`config.mk`:
```
export PLATFORM = sky130hd
export DESIGN_NAME = vx_rr_grant_arbiter_flat
export DESIGN_NICKNAME = d
export VERILOG_FILES = /design/src/rtl/vx_rr_grant_arbiter_if.sv /design/src/rtl/vx_rr_grant_arbiter.sv /design/src/flat_wrapper.sv
export SDC_FILE = /design/constraint.sdc
export NUM_CORES = 1
export LEC_CHECK = 0
export CAP_MARGIN = 30
export CORE_AREA = 2 2 39 41
export DETAILED_ROUTE_END_ITERATION = 10
export DIE_AREA = 0 0 41 43
export SETUP_SLACK_MARGIN = 0.3
export SYNTH_ARGS = -nofsm -noshare
export SYNTH_HDL_FRONTEND = slang
export SYNTH_SLANG_ARGS = --single-unit
export TNS_END_PERCENT = 30
```
`constraint.sdc`:
```
create_clock -name clk -period 2.4 [get_ports clk]
set_input_delay 0.6 -clock clk [delete_from_list [all_inputs] [get_ports clk]]
set_output_delay 0.6 -clock clk [all_outputs]
set_load 0.02 [all_outputs]
```
`src/rtl/vx_rr_grant_arbiter_if.sv`:
```
// vx_rr_grant_arbiter_if: request/grant bundle between requesters and the arbiter.
// slave = arbiter side, master = requester/consumer side.
interface vx_rr_grant_arbiter_if #(
  parameter int N  = 4,
  parameter int LN = (N > 1) ? $clog2(N) : 1
);
  logic [N-1:0]  requests;
  logic [N-1:0]  grant_onehot;
  logic [LN-1:0] grant_index;
  logic          grant_valid;
  logic          grant_ready;

  modport slave (
    input  requests,
    input  grant_ready,
    output grant_onehot,
    output grant_index,
    output grant_valid
  );

  modport master (
    output requests,
    output grant_ready,
    input  grant_onehot,
    input  grant_index,
    input  grant_valid
  );
endinterface

```
`src/rtl/vx_rr_grant_arbiter.sv`:
```
// vx_rr_grant_arbiter: round-robin arbiter, one-hot grant plus binary index.
// Define VX_RR_ARB_STICKY_EN to pin a stalled grant until it fires.
module vx_rr_grant_arbiter #(
  parameter int N  = 4,
  parameter int LN = (N > 1) ? $clog2(N) : 1
) (
  input logic                  clk,
  input logic                  reset,
  vx_rr_grant_arbiter_if.slave arb
);

  logic [LN-1:0] ptr_q;
  logic [LN-1:0] ptr_d;
  logic [LN-1:0] rr_idx;
  logic          rr_found;
  logic [LN-1:0] win_idx;
  logic          win_found;
  logic [N-1:0]  oh;
  logic          fire;
  int            k;

  // Scan from ptr upward, wrapping at N, first hit wins.
  always_comb begin
    rr_found = 1'b0;
    rr_idx   = '0;
    k        = 0;
    for (int i = 0; i < N; i++) begin
      k = int'(ptr_q) + i;
      if (k >= N) k = k - N;
      if (!rr_found && arb.requests[k]) begin
        rr_found = 1'b1;
        rr_idx   = LN'(k);
      end
    end
  end

`ifdef VX_RR_ARB_STICKY_EN
  logic          lock_valid_q;
  logic          lock_valid_d;
  logic [LN-1:0] lock_index_q;
  logic [LN-1:0] lock_index_d;
  logic          lock_hit;

  assign lock_hit  = lock_valid_q
                   & arb.requests[lock_index_q];
  assign win_found = lock_hit | rr_found;
  assign win_idx   = lock_hit ? lock_index_q
                              : rr_idx;

  // Recapturing every stalled cycle also covers
  // a dropped lock that re-stalls on a new winner.
  assign lock_valid_d = arb.grant_valid
                      & ~arb.grant_ready;
  assign lock_index_d = arb.grant_index;

  always_ff @(posedge clk or posedge reset) begin
    if (reset) begin
      lock_valid_q <= 1'b0;
      lock_index_q <= '0;
    end else begin
      lock_valid_q <= lock_valid_d;
      lock_index_q <= lock_index_d;
    end
  end
`else
  assign win_found = rr_found;
  assign win_idx   = rr_idx;
`endif

  assign arb.grant_valid = win_found & ~reset;
  assign arb.grant_index = arb.grant_valid
                         ? win_idx : '0;

  always_comb begin
    oh = '0;
    if (arb.grant_valid) oh[win_idx] = 1'b1;
  end

  assign arb.grant_onehot = oh;

  assign fire = arb.grant_valid & arb.grant_ready;

  always_comb begin
    ptr_d = ptr_q;
    if (fire) begin
      if (win_idx == LN'(N - 1)) ptr_d = '0;
      else ptr_d = win_idx + LN'(1);
    end
  end

  always_ff @(posedge clk or posedge reset) begin
    if (reset) ptr_q <= '0;
    else ptr_q <= ptr_d;
  end

endmodule

```
`src/flat_wrapper.sv`:
```
// flat-port wrapper written by rule: the top's interface ports become plain ports
module vx_rr_grant_arbiter_flat 
#(
  parameter int N  = 4,
  parameter int LN = (N > 1) ? $clog2(N) : 1
)
  (clk, reset, arb_requests, arb_grant_ready, arb_grant_onehot, arb_grant_index, arb_grant_valid);
  vx_rr_grant_arbiter_if #(.N(N), .LN(LN)) arb_i ();
  input logic clk;
  input logic reset;
  input wire logic [$bits(arb_i.requests)-1:0] arb_requests;
  input wire logic [$bits(arb_i.grant_ready)-1:0] arb_grant_ready;
  output wire logic [$bits(arb_i.grant_onehot)-1:0] arb_grant_onehot;
  output wire logic [$bits(arb_i.grant_index)-1:0] arb_grant_index;
  output wire logic [$bits(arb_i.grant_valid)-1:0] arb_grant_valid;
  assign arb_i.requests = arb_requests;
  assign arb_i.grant_ready = arb_grant_ready;
  assign arb_grant_onehot = arb_i.grant_onehot;
  assign arb_grant_index = arb_i.grant_index;
  assign arb_grant_valid = arb_i.grant_valid;
  vx_rr_grant_arbiter #(.N(N), .LN(LN)) u_core (.clk(clk), .reset(reset), .arb(arb_i));
endmodule
```
==> key figures <==
Synth
  • Area leader, netlist: dfrtp_1
  • Yosys top cell area share: about 16%
  • Syn nets: 48
  • Post-Synthesis Mean Instance Area: 8.69 um^2
  • Top cells by area, synth: dfrtp_1 16%, ha_1 16%, and3_1 7.8%
  • Seq cells post-synth: 2
  • Register area share after synthesis: between 10% and 20%
  • Yosys cell types: 21
  • Warnings, synthesis: 0
  • Cells after Synth: 37
  • Synthesized area: between 300 and 400 um^2

Cells and area
  • Biggest register: u_core.ptr_q
  • Layout cells sized above 1: about 63%
  • Nets@finish: 77
  • N_diodes: 0
  • Final instance area: 618 um^2
  • Max reg flops: 2
  • Syn-to-layout area delta: 92.2%
  • Biggest regs: u_core.ptr_q (2)

Power
  • Pwr per Cell Area: 680 nW/um^2
  • Sw Share: between 30% and 40%
  • P_int: 0.000255 W
  • Clock share of power: between 15 and 20%
  • Leak pwr: 0.279 nW
  • Reg power frac: 15.6%
  • Sw Pwr: 0.000166 W
  • Combinational fraction of design power: 66.7%
  • Worst VDD drop: 353 uV

Floorplanning
  • Row cnt: 14
  • Starting Density: 23.2%
  • Die area: around 1800 um^2
  • CORE AREA: 1380 um^2
  • Num ports: 14
  • Die height: 43 um
  • Chip Width: 41 um

Worst setup path
  • WP data required: 1.80 ns
  • Worst-path maximum fanout: 5
  • Critical path endpoint category: primary output
  • CP Data Arrival Time: 1.70 ns
  • Worst Setup Path Type: input port to primary output
  • Kind of start point of the critical path: input port

Global route
  • Initial antenna violation count: 0
  • Number of global-route vias before repair: 387
  • GRT Total Usage: between 10% and 20%
  • First-pass GRT wire length: 1.57 mm
  • Total gr overflow: 0
  • Largest net degree at the start of global routing: 7

Timing
  • Worst hold margin: approximately 0.72 ns
  • Endpoints failing hold: 0
  • Slew Limit Headroom: 82.7%
  • Slew Viols, Final: 0
  • RSZ-0062 raised after global routing: yes
  • Clock Skews: 0.000979 ns
  • Final min period: ~2.3 ns
  • Fmax: 0.434 GHz
  • Setup_tns: 0 ns
  • Fin crit share: between 90% and 100%
  • Worst-margin pin slew: 0.257 ns
  • # setup viols final: 0

Clock network
  • Max clock buf depth: 2
  • # hold bufs at CTS: 0
  • Root buffer cell: clkbuf_4
  • CTS tree: done
  • Reg clk slew, reported paths: 0.03 ns
  • Worst skew pair latency: approximately 0.22 ns
  • # clock sinks: 2
  • Inserted Clock Buffers: 3
  • H-tree depth: 1

Routing
  • Via count: 379
  • DRT antenna net count: 0
  • Initial DRC Count: 4
  • Remaining DRCs: 0
  • WL/cell: approximately 12 um
  • Via density: 4.74
  • Initial DRT Pass Iterations: 3
  • WL final: 986 um

Placed design
  • Cell Area, Placed: 541 um^2
  • Detail Placement HPWL: 684 um
  • IO buf count: 13
  • Routability cong.: 0.746

Run
  • Number of max-cap violations: 0

Run status
  • Outcome: completed

Min path
  • Worst Hold Class: register to register
-- stage by stage --
step | power [W] | instances | util, % | worst slack [ns]
floorplan | 0.000206 | 37 | - | 0.290
global placement | 0.000292 | 75 | 39.1 | -0.738
detailed placement | 0.000299 | 75 | 39.1 | -0.734
CTS | 0.000416 | 80 | 44.3 | 0.0915
global route | 0.000462 | 80 | 44.7 | 0.0390
finish | 0.000420 | 80 | 44.7 | 0.0964
-- power by group through the flow --
stage               sequential, W  combinational, W  clock [W]
floorplan               0.0000526          0.000153          0
finish                  0.0000657          0.000280  0.0000742
global placement        0.0000627          0.000230          0
detailed placement      0.0000632          0.000235          0
CTS                     0.0000616          0.000274  0.0000808
global route            0.0000689          0.000308  0.0000845
-- final timing paths --
path,startpoint,to,slack (ns),cells past startpoint
setup / recovery,arb_requests[0],arb_grant_onehot[0],0.1,5
hold / removal,u_core.ptr_q[0],u_core.ptr_q[0],0.72,3
setup reg to reg,u_core.ptr_q[1],u_core.ptr_q[1],0.75,6
hold reg to reg,u_core.ptr_q[0],u_core.ptr_q[0],0.72,3
max in group asynchronous,reset,u_core.ptr_q[1],1.46,3
min in group asynchronous,reset,u_core.ptr_q[1],0.84,3
-- per-layer routing --
metal,vias to the layer above,global-route usage [%],share of wire (%),routed length (um)
met4,0,8.00,0,0
met5,-,0,0,0
li1,197,-,-,-
met3,0,1.57,2.7,27
met1,175,14.5,41,409
met2,7,22.8,56,549
-- what timing repair did --
item                                   CTS  global route
pin swaps                               10             5
endpoints found under the hold margin    0             0
setup endpoints to repair                8             7
setup buffers                            2             0
gates resized for setup                 65             2
-- critical path, stage by stage --
cell    delay, ns
buf_6        0.11
buf_4        0.14
or4_4        0.53
and3_4       0.20
buf_6        0.12
-- synthesized netlist by cell type --
cell type	instances
nand2b_1	2
a2111oi_1	1
a21oi_1	3
or4_4	1
nor2_1	3
o221a_1	1
ha_1	4
mux2i_1	1
o21ai_0	2
nand2_1	1
o21a_1	1
mux2_1	1
o22ai_1	2
inv_1	3
dfrtp_1	2
and3_1	4
buf_6	1
or2_1	1
o22a_1	1
nor4_4	1
o41a_1	1
-- kinds of logic (layout without fill, tap and decap cells) --
group	after synthesis	after routing	share of synthesized area [%]
fa+ha+maj	4	4	15.6
flops	2	2	15.6
mux	2	2	6.61
simple gates	13	13	28.4
buf+inv	4	31	7.00
compound gates	12	12	26.8
-- cell type report --
| cell class | count | area [um^2] |
|---|---|---|
| inverter | 3 | 11.3 |
| multi-input combinational | 31 | 299 |
| sequential | 2 | 51.3 |
| tap | 16 | 20.0 |
| timing repair buffer | 25 | 214 |
| fill | 151 | 766 |
| clock buffer | 3 | 22.5 |
-- cell usage in the layout (no fill, tap or decap), drive strengths merged --
master          n
a21oi           3
nand2           1
or2             1
o22ai           2
mux2            1
o221a           1
dfrtp           2
ha              4
or4             1
o41a            1
a2111oi         1
nand2b          2
inv             3
buf            22
nor4            1
clkdlybuf4s50   2
clkbuf          3
o21ai           2
dlygate4sd2     1
o22a            1
nor2            3
mux2i           1
and3            4
o21a            1
(Power assumes the default switching activity.)
